--- src/rtl/matrix_addsub_engine.sv ---
// Element-wise N x N matrix add/subtract engine, LANES elements per cycle, busy/done handshake.
// Optional clamping of results to the OW range when MATRIX_ADDSUB_SAT_EN is defined.
//
// state   | meaning
// --------+-------------------------------------------------------------
// ST_IDLE | waiting for start; op and mode are captured on accept
// ST_RUN  | writing LANES result elements per cycle in row-major order
// ST_DONE | one-cycle completion pulse, busy still high

module matrix_addsub_engine #(
   parameter int N     = 4,
   parameter int DW    = 8,
   parameter int OW    = 16,
   parameter int LANES = 1
) (
   input  logic          i_clk,
   input  logic          i_rst,
   input  logic          i_start,
   input  logic [1:0]    i_op,
   input  logic          i_signed_mode,
   input  logic [DW-1:0] i_a [0:N-1][0:N-1],
   input  logic [DW-1:0] i_b [0:N-1][0:N-1],
   output logic [OW-1:0] o_c [0:N-1][0:N-1],
   output logic          o_busy,
   output logic          o_done,
   output logic          o_sat_flag
);

   localparam int NE = N * N;
   localparam int IW = (NE > 1) ? $clog2(NE) : 1;
   localparam int RW = (N > 1) ? $clog2(N) : 1;
   localparam int XW = OW + 2;

   if (N < 1) begin : g_bad_n
      $error("matrix_addsub_engine: N must be at least 1");
   end
   if (OW < DW) begin : g_bad_ow
      $error("matrix_addsub_engine: OW must be at least DW");
   end
   if ((LANES < 1) || ((NE % LANES) != 0)) begin : g_bad_lanes
      $error("matrix_addsub_engine: LANES must divide N*N");
   end

   typedef enum logic [1:0] {
      ST_IDLE,
      ST_RUN,
      ST_DONE
   } state_t;

   state_t        r_state;
   logic [IW-1:0] r_idx;
   logic [1:0]    r_op;
   logic          r_sm;
   logic          r_busy;
   logic          r_done;
   logic          r_sat;
   logic [OW-1:0] r_c [0:N-1][0:N-1];

   logic [OW:0]   w_lane [LANES];
   logic [RW-1:0] w_row  [LANES];
   logic [RW-1:0] w_col  [LANES];
   logic          w_any_sat;

   // One extra bit of headroom beyond OW+1 keeps the unsigned OW==DW sum unambiguous
   // when clamping; the low OW+1 bits are the same as a plain OW+1-bit computation.
   function automatic logic [OW:0] f_elem(input logic [DW-1:0] a,
                                          input logic [DW-1:0] b,
                                          input logic [1:0]    op,
                                          input logic          sm);
      logic signed [XW-1:0] ea;
      logic signed [XW-1:0] eb;
      logic signed [XW-1:0] v;
      logic [OW-1:0]        res;
      logic                 sat;
      ea = sm ? {{(XW-DW){a[DW-1]}}, a} : {{(XW-DW){1'b0}}, a};
      eb = sm ? {{(XW-DW){b[DW-1]}}, b} : {{(XW-DW){1'b0}}, b};
      case (op)
         2'b00:   v = ea + eb;
         2'b01:   v = ea - eb;
         2'b10:   v = eb - ea;
         default: v = (ea < eb) ? (eb - ea) : (ea - eb);
      endcase
      res = v[OW-1:0];
      sat = 1'b0;
`ifdef MATRIX_ADDSUB_SAT_EN
      if (sm) begin
         if (!v[XW-1] && (v[XW-2:OW-1] != '0)) begin
            res = {1'b0, {(OW-1){1'b1}}};
            sat = 1'b1;
         end else if (v[XW-1] && (v[XW-2:OW-1] != '1)) begin
            res = {1'b1, {(OW-1){1'b0}}};
            sat = 1'b1;
         end
      end else begin
         if (v[XW-1]) begin
            res = '0;
            sat = 1'b1;
         end else if (v[XW-2:OW] != '0) begin
            res = '1;
            sat = 1'b1;
         end
      end
`endif
      return {sat, res};
   endfunction

   always_comb begin
      w_any_sat = 1'b0;
      for (int l = 0; l < LANES; l++) begin
         w_row[l]  = RW'((int'(r_idx) + l) / N);
         w_col[l]  = RW'((int'(r_idx) + l) % N);
         w_lane[l] = f_elem(i_a[w_row[l]][w_col[l]], i_b[w_row[l]][w_col[l]], r_op, r_sm);
         w_any_sat = w_any_sat | w_lane[l][OW];
      end
   end

   always_ff @(posedge i_clk) begin
      if (i_rst) begin
         r_state <= ST_IDLE;
         r_idx   <= '0;
         r_op    <= '0;
         r_sm    <= 1'b0;
         r_busy  <= 1'b0;
         r_done  <= 1'b0;
         r_sat   <= 1'b0;
         for (int r = 0; r < N; r++) begin
            for (int c = 0; c < N; c++) begin
               r_c[r][c] <= '0;
            end
         end
      end else begin
         r_done <= 1'b0;
         case (r_state)
            ST_IDLE: begin
               if (i_start) begin
                  r_state <= ST_RUN;
                  r_op    <= i_op;
                  r_sm    <= i_signed_mode;
                  r_idx   <= '0;
                  r_sat   <= 1'b0;
                  r_busy  <= 1'b1;
               end
            end
            ST_RUN: begin
               for (int l = 0; l < LANES; l++) begin
                  r_c[w_row[l]][w_col[l]] <= w_lane[l][OW-1:0];
               end
               r_sat <= r_sat | w_any_sat;
               if (r_idx == IW'(NE - LANES)) begin
                  r_state <= ST_DONE;
                  r_done  <= 1'b1;
               end else begin
                  r_idx <= r_idx + IW'(LANES);
               end
            end
            ST_DONE: begin
               r_state <= ST_IDLE;
               r_busy  <= 1'b0;
            end
            default: begin
               r_state <= ST_IDLE;
               r_busy  <= 1'b0;
            end
         endcase
      end
   end

   assign o_c        = r_c;
   assign o_busy     = r_busy;
   assign o_done     = r_done;
   assign o_sat_flag = r_sat;

endmodule

--- config.mk ---
export PLATFORM = sky130hd
export DESIGN_NAME = matrix_addsub_engine
export DESIGN_NICKNAME = d
export VERILOG_FILES = /design/src/rtl/matrix_addsub_engine.sv
export SDC_FILE = /design/constraint.sdc
export NUM_CORES = 1
export LEC_CHECK = 0
export CAP_MARGIN = 10
export CORE_MARGIN = 4
export CORE_UTILIZATION = 30
export CTS_BUF_LIST = sky130_fd_sc_hd__clkbuf_8
export DETAILED_ROUTE_END_ITERATION = 16
export PLACE_DENSITY = 0.63
export SYNTH_ARGS = -nofsm -noshare
export SYNTH_HDL_FRONTEND = slang
export SYNTH_SLANG_ARGS = --single-unit
--- constraint.sdc ---
create_clock -name i_clk -period 6 [get_ports i_clk]
set_input_delay 0.6 -clock i_clk [delete_from_list [all_inputs] [get_ports i_clk]]
set_output_delay 0.6 -clock i_clk [all_outputs]
set_load 0.01 [all_outputs]
==> impl_metrics.csv <==
group,metric,value,unit
run_status,status,"complete, no violations",
synthesis,ys_ff_latch,267,
synthesis,ys.flop_type,"dfxtp_1",
setup_path,cp_max_fo,45,
hold_path,whs_endpoint,"o_c[222]$_SDFFE_PP0P_",
clock_tree,worst_skew_pair.late_latency,0.57,ns
pwr,p_comb_share,20.8,%
global_routing,grt_pass1_vias,12900,
clock_tree,cts_tree,"built",
setup_path,slowest_stage,"dfxtp_4",
setup_path,criticalPathCategory,"flip-flop to flip-flop",
timing,rsz0062_at_grt,"false",
clock_tree,cts_sinks,267,
die,die_area,47000,sq um
setup_path,reg2reg_depth,13,
clock_tree,cts_inserted_buffers,44,
final_layout,syn2layout_area_growth,51.6,%
timing,finalHoldViolations,0,
pwr,switchingPower,0.00130,W
setup_path,endpoint_kind,"flip-flop",
setup_path,crit_path_start_kind,"flip-flop",
detailed_routing,drcViolationCount,0,
pwr,p_per_area,230,nW/um^2
timing,setup_viol,0,
timing,period_share,85.3,%
pwr,ir_drop,0.000147,V
detailed_routing,vias,12500,
hold_path,hp-start,"o_c[222]$_SDFFE_PP0P_",
synthesis,synth-adder-area-share,3.43,%
synthesis,async_reset_ff_share,0,%
detailed_routing,wl_per_cell,22.9,um
synthesis,synthSimpleGateAreaFrac,18.5,%
global_routing,grt_max_degree,142,
global_routing,antenna_found_initial,17,
timing,fmax,195,MHz
place,io_buffers,519,
pwr,p_seq_share,39.6,%
synthesis,netlist_area,13100,sq um
synthesis,seq_area_frac_synth,40.9,%
setup_path,critPathMaxStageDelay,0.85,ns
synthesis,synth_compound_area_share,17.1,%
timing,worst_clock_skew,0.0310,ns
clock_tree,clk_path_buf_depth,3,
place,dpl.hpwl,43.9,mm
detailed_routing,wirelength,56.2,mm
pwr,p_total,0.00455,W
detailed_routing,drt_iter0_markers,859,
place,placed_cells,2359,
timing,slew_headroom,14.0,%
global_routing,grt_first_pass_wirelength,82.0,mm
die,core_area,43100,sq um
clock_tree,cts_resized,0,
final_layout,fin_util,46.0,%
die,rows,76,
setup_path,r2r_slack,0.88,ns
hold_path,min_path_type,"flip-flop to flip-flop",
global_routing,grt_overflow_total,0,
final_layout,nNetsFinal,2116,
clock_tree,cts_htree_levels,2,
die,io_pins,521,
global_routing,track_usage,22.9,%
synthesis,yosysTopAreaCell,"dfxtp_1",
clock_tree,cts-root-buf,"clkbuf_8",
timing,setup_slack,0.880,ns
job,max_cap_violations,0,
place,pre_cts_ws,0.808,ns
timing,setup-tns-final,0,ns
synthesis,yosys.area_share.xor_xnor,0.938,%
final_layout,fin_cells,2451,
final_layout,drive_gt1_share,11.3,%
synthesis,yosysWarnings,0,
hold_path,hold_depth,2,
detailed_routing,ant_nets,0,
synthesis,synth.avg_cell_area,9.67,sq um
die,dieWidth,217,um
synthesis,synth_top_area_share,40.9,%
pwr,leakage,6.87,nW
setup_path,arrival,5.56,ns
clock_tree,postCtsHoldBufs,0,
setup_path,path_cells,"buf_12 > mux4_2 > mux4_2 > inv_1 > ha_1 > and3_1 > a221oi_4 > o21ai_2 > nand2_1 > o21ai_0 > o21ai_4 > buf_4 > o21ai_0",
setup_path,r2r-start,"r_idx[2]$_SDFFE_PP0P_",
detailed_routing,drtPass1Iterations,5,
setup_path,r2r_end,"o_c[91]$_SDFFE_PP0P_",
detailed_routing,avgViaCountPerCell,5.09,
pwr,swShare,28.5,%
synthesis,synth-edff-count,0,
setup_path,required,6.44,ns
place,gp_congestion,0.906,
timing,tightestPinTransition,1.29,ns
timing,period_minus_slack,5.12,ns
die,start_util,30.3,%
synthesis,synthMuxAreaShare,14.3,%
die,fp.dieH,217,um
clock_tree,clk_pin_slew,0.06,ns
synthesis,syn_nets,1647,
pwr,p_int,0.00326,W
synthesis,synth_cells,1351,
timing,slew_violations,0,
pwr,p_clk_share,39.6,%
synthesis,yosys-top-cells-area,"dfxtp_1 (41%), mux4_2 (14%), nand3b_1 (6.4%), nor2_1 (4.4%), a211oi_1 (4.1%)",
clock_tree,postCtsSetupBuffers,0,
synthesis,ys_types,67,
synthesis,synth_top_family_by_area,"simple AND/OR/NAND/NOR gates",
==> cell type report <==
cell class / instances / area, sq um
clock inverter: 19 / 199
fill: 4081 / 23300
antenna: 14 / 35.0
sequential: 267 / 5350
clock buffer: 59 / 812
multi-input combinational: 932 / 7170
timing repair buffer: 541 / 5390
inverter: 34 / 128
tap: 585 / 732
==> synthesized netlist by cell type, types with 4 or more instances <==
cell type	instances
a211o_1	18
a211oi_1	71
a21o_1	9
a21oi_1	70
a21oi_2	11
and2_1	19
and3_1	4
buf_1	6
buf_2	16
clkbuf_1	91
dfxtp_1	267
ha_1	31
inv_1	33
mux2i_1	7
mux4_2	80
nand2_1	82
nand2_4	10
nand2b_1	23
nand3b_1	112
nor2_1	154
nor2b_1	7
nor3_1	28
o21a_1	6
o21ai_0	92
o31ai_1	33
xnor2_1	9
xor2_1	5
==> worst max-delay path, delay by kind of cell, from the launching register on <==
| family | cells | cell delay [ns] |
|---|---|---|
| adder cells (fa/ha/maj) | 1 | 0.36 |
| AO/OA/AOI/OAI | 5 | 1.52 |
| AND/OR/NAND/NOR | 2 | 0.38 |
| multiplexers | 2 | 1.08 |
| buffers and inverters | 3 | 0.73 |
| flip-flops | 1 | 0.85 |
==> per-layer routing <==
metal / part of all wire (%) / track usage (%) / up-vias
met1: 35 / 23.8 / 6012
met5: 0 / 0 / -
met2: 53 / 43.4 / 513
met4: 5.8 / 12.1 / 0
li1: - / - / 5839
met3: 6.1 / 4.44 / 116
==> metrics by stage <==
stage          area, sq um  hold WS [ns]
2_1_floorplan        13100         0.438
3_3_place_gp         18800         0.443
3_5_place_dp         18800         0.447
4_1_cts              19800         0.456
5_1_grt              19800         0.473
6_report             19800         0.455
==> how the worst max path moves through the flow <==
stage | to | startpoint
after global placement | o_c[93]$_SDFFE_PP0P_ | i_a[32]
after floorplan | o_c[10]$_SDFFE_PP0P_ | r_idx[2]$_SDFFE_PP0P_
final | o_c[91]$_SDFFE_PP0P_ | r_idx[2]$_SDFFE_PP0P_
after CTS | o_c[91]$_SDFFE_PP0P_ | r_idx[2]$_SDFFE_PP0P_
after detailed placement | o_c[91]$_SDFFE_PP0P_ | i_a[32]
after global routing | o_c[89]$_SDFFE_PP0P_ | r_idx[2]$_SDFFE_PP0P_
==> sequential cells by signal, indices dropped and copies added (netlist names) <==
| register | count |
|---|---|
| o_c | 256 |
| r_idx | 4 |
| r_op | 2 |
| r_state | 2 |
| o_busy | 1 |
| o_done | 1 |
| r_sm | 1 |
==> placed cells by master, fill, tap and decap left out, types with 19 or more instances in the layout <==
master	count
a211oi_1	71
a21oi_1	70
and2_1	19
buf_4	20
clkbuf_8	60
clkdlybuf4s50_1	518
dfxtp_1	265
ha_1	31
inv_1	42
mux4_2	80
nand2_1	82
nand2b_1	23
nand3b_1	112
nor2_1	154
nor3_1	28
o21ai_0	92
o31ai_1	33
==> power groups by stage <==
stage               combinational, W  clock (W)  sequential [W]
finish                      0.000946    0.00180         0.00180
global route                 0.00101    0.00193         0.00181
CTS                         0.000950    0.00185         0.00180
detailed placement          0.000948          0         0.00184
global placement            0.000949          0         0.00184
floorplan                   0.000485          0         0.00184
==> kinds of logic (layout without fill, tap and decap cells) <==
logic type	count (synthesis)	after routing
xor+xnor	14	14
mux	87	87
compound gates	342	342
simple gates	454	454
other cells	1	15
fa+ha+maj	34	34
flops	267	267
buf+inv	152	653
(Power assumes the default switching activity.)
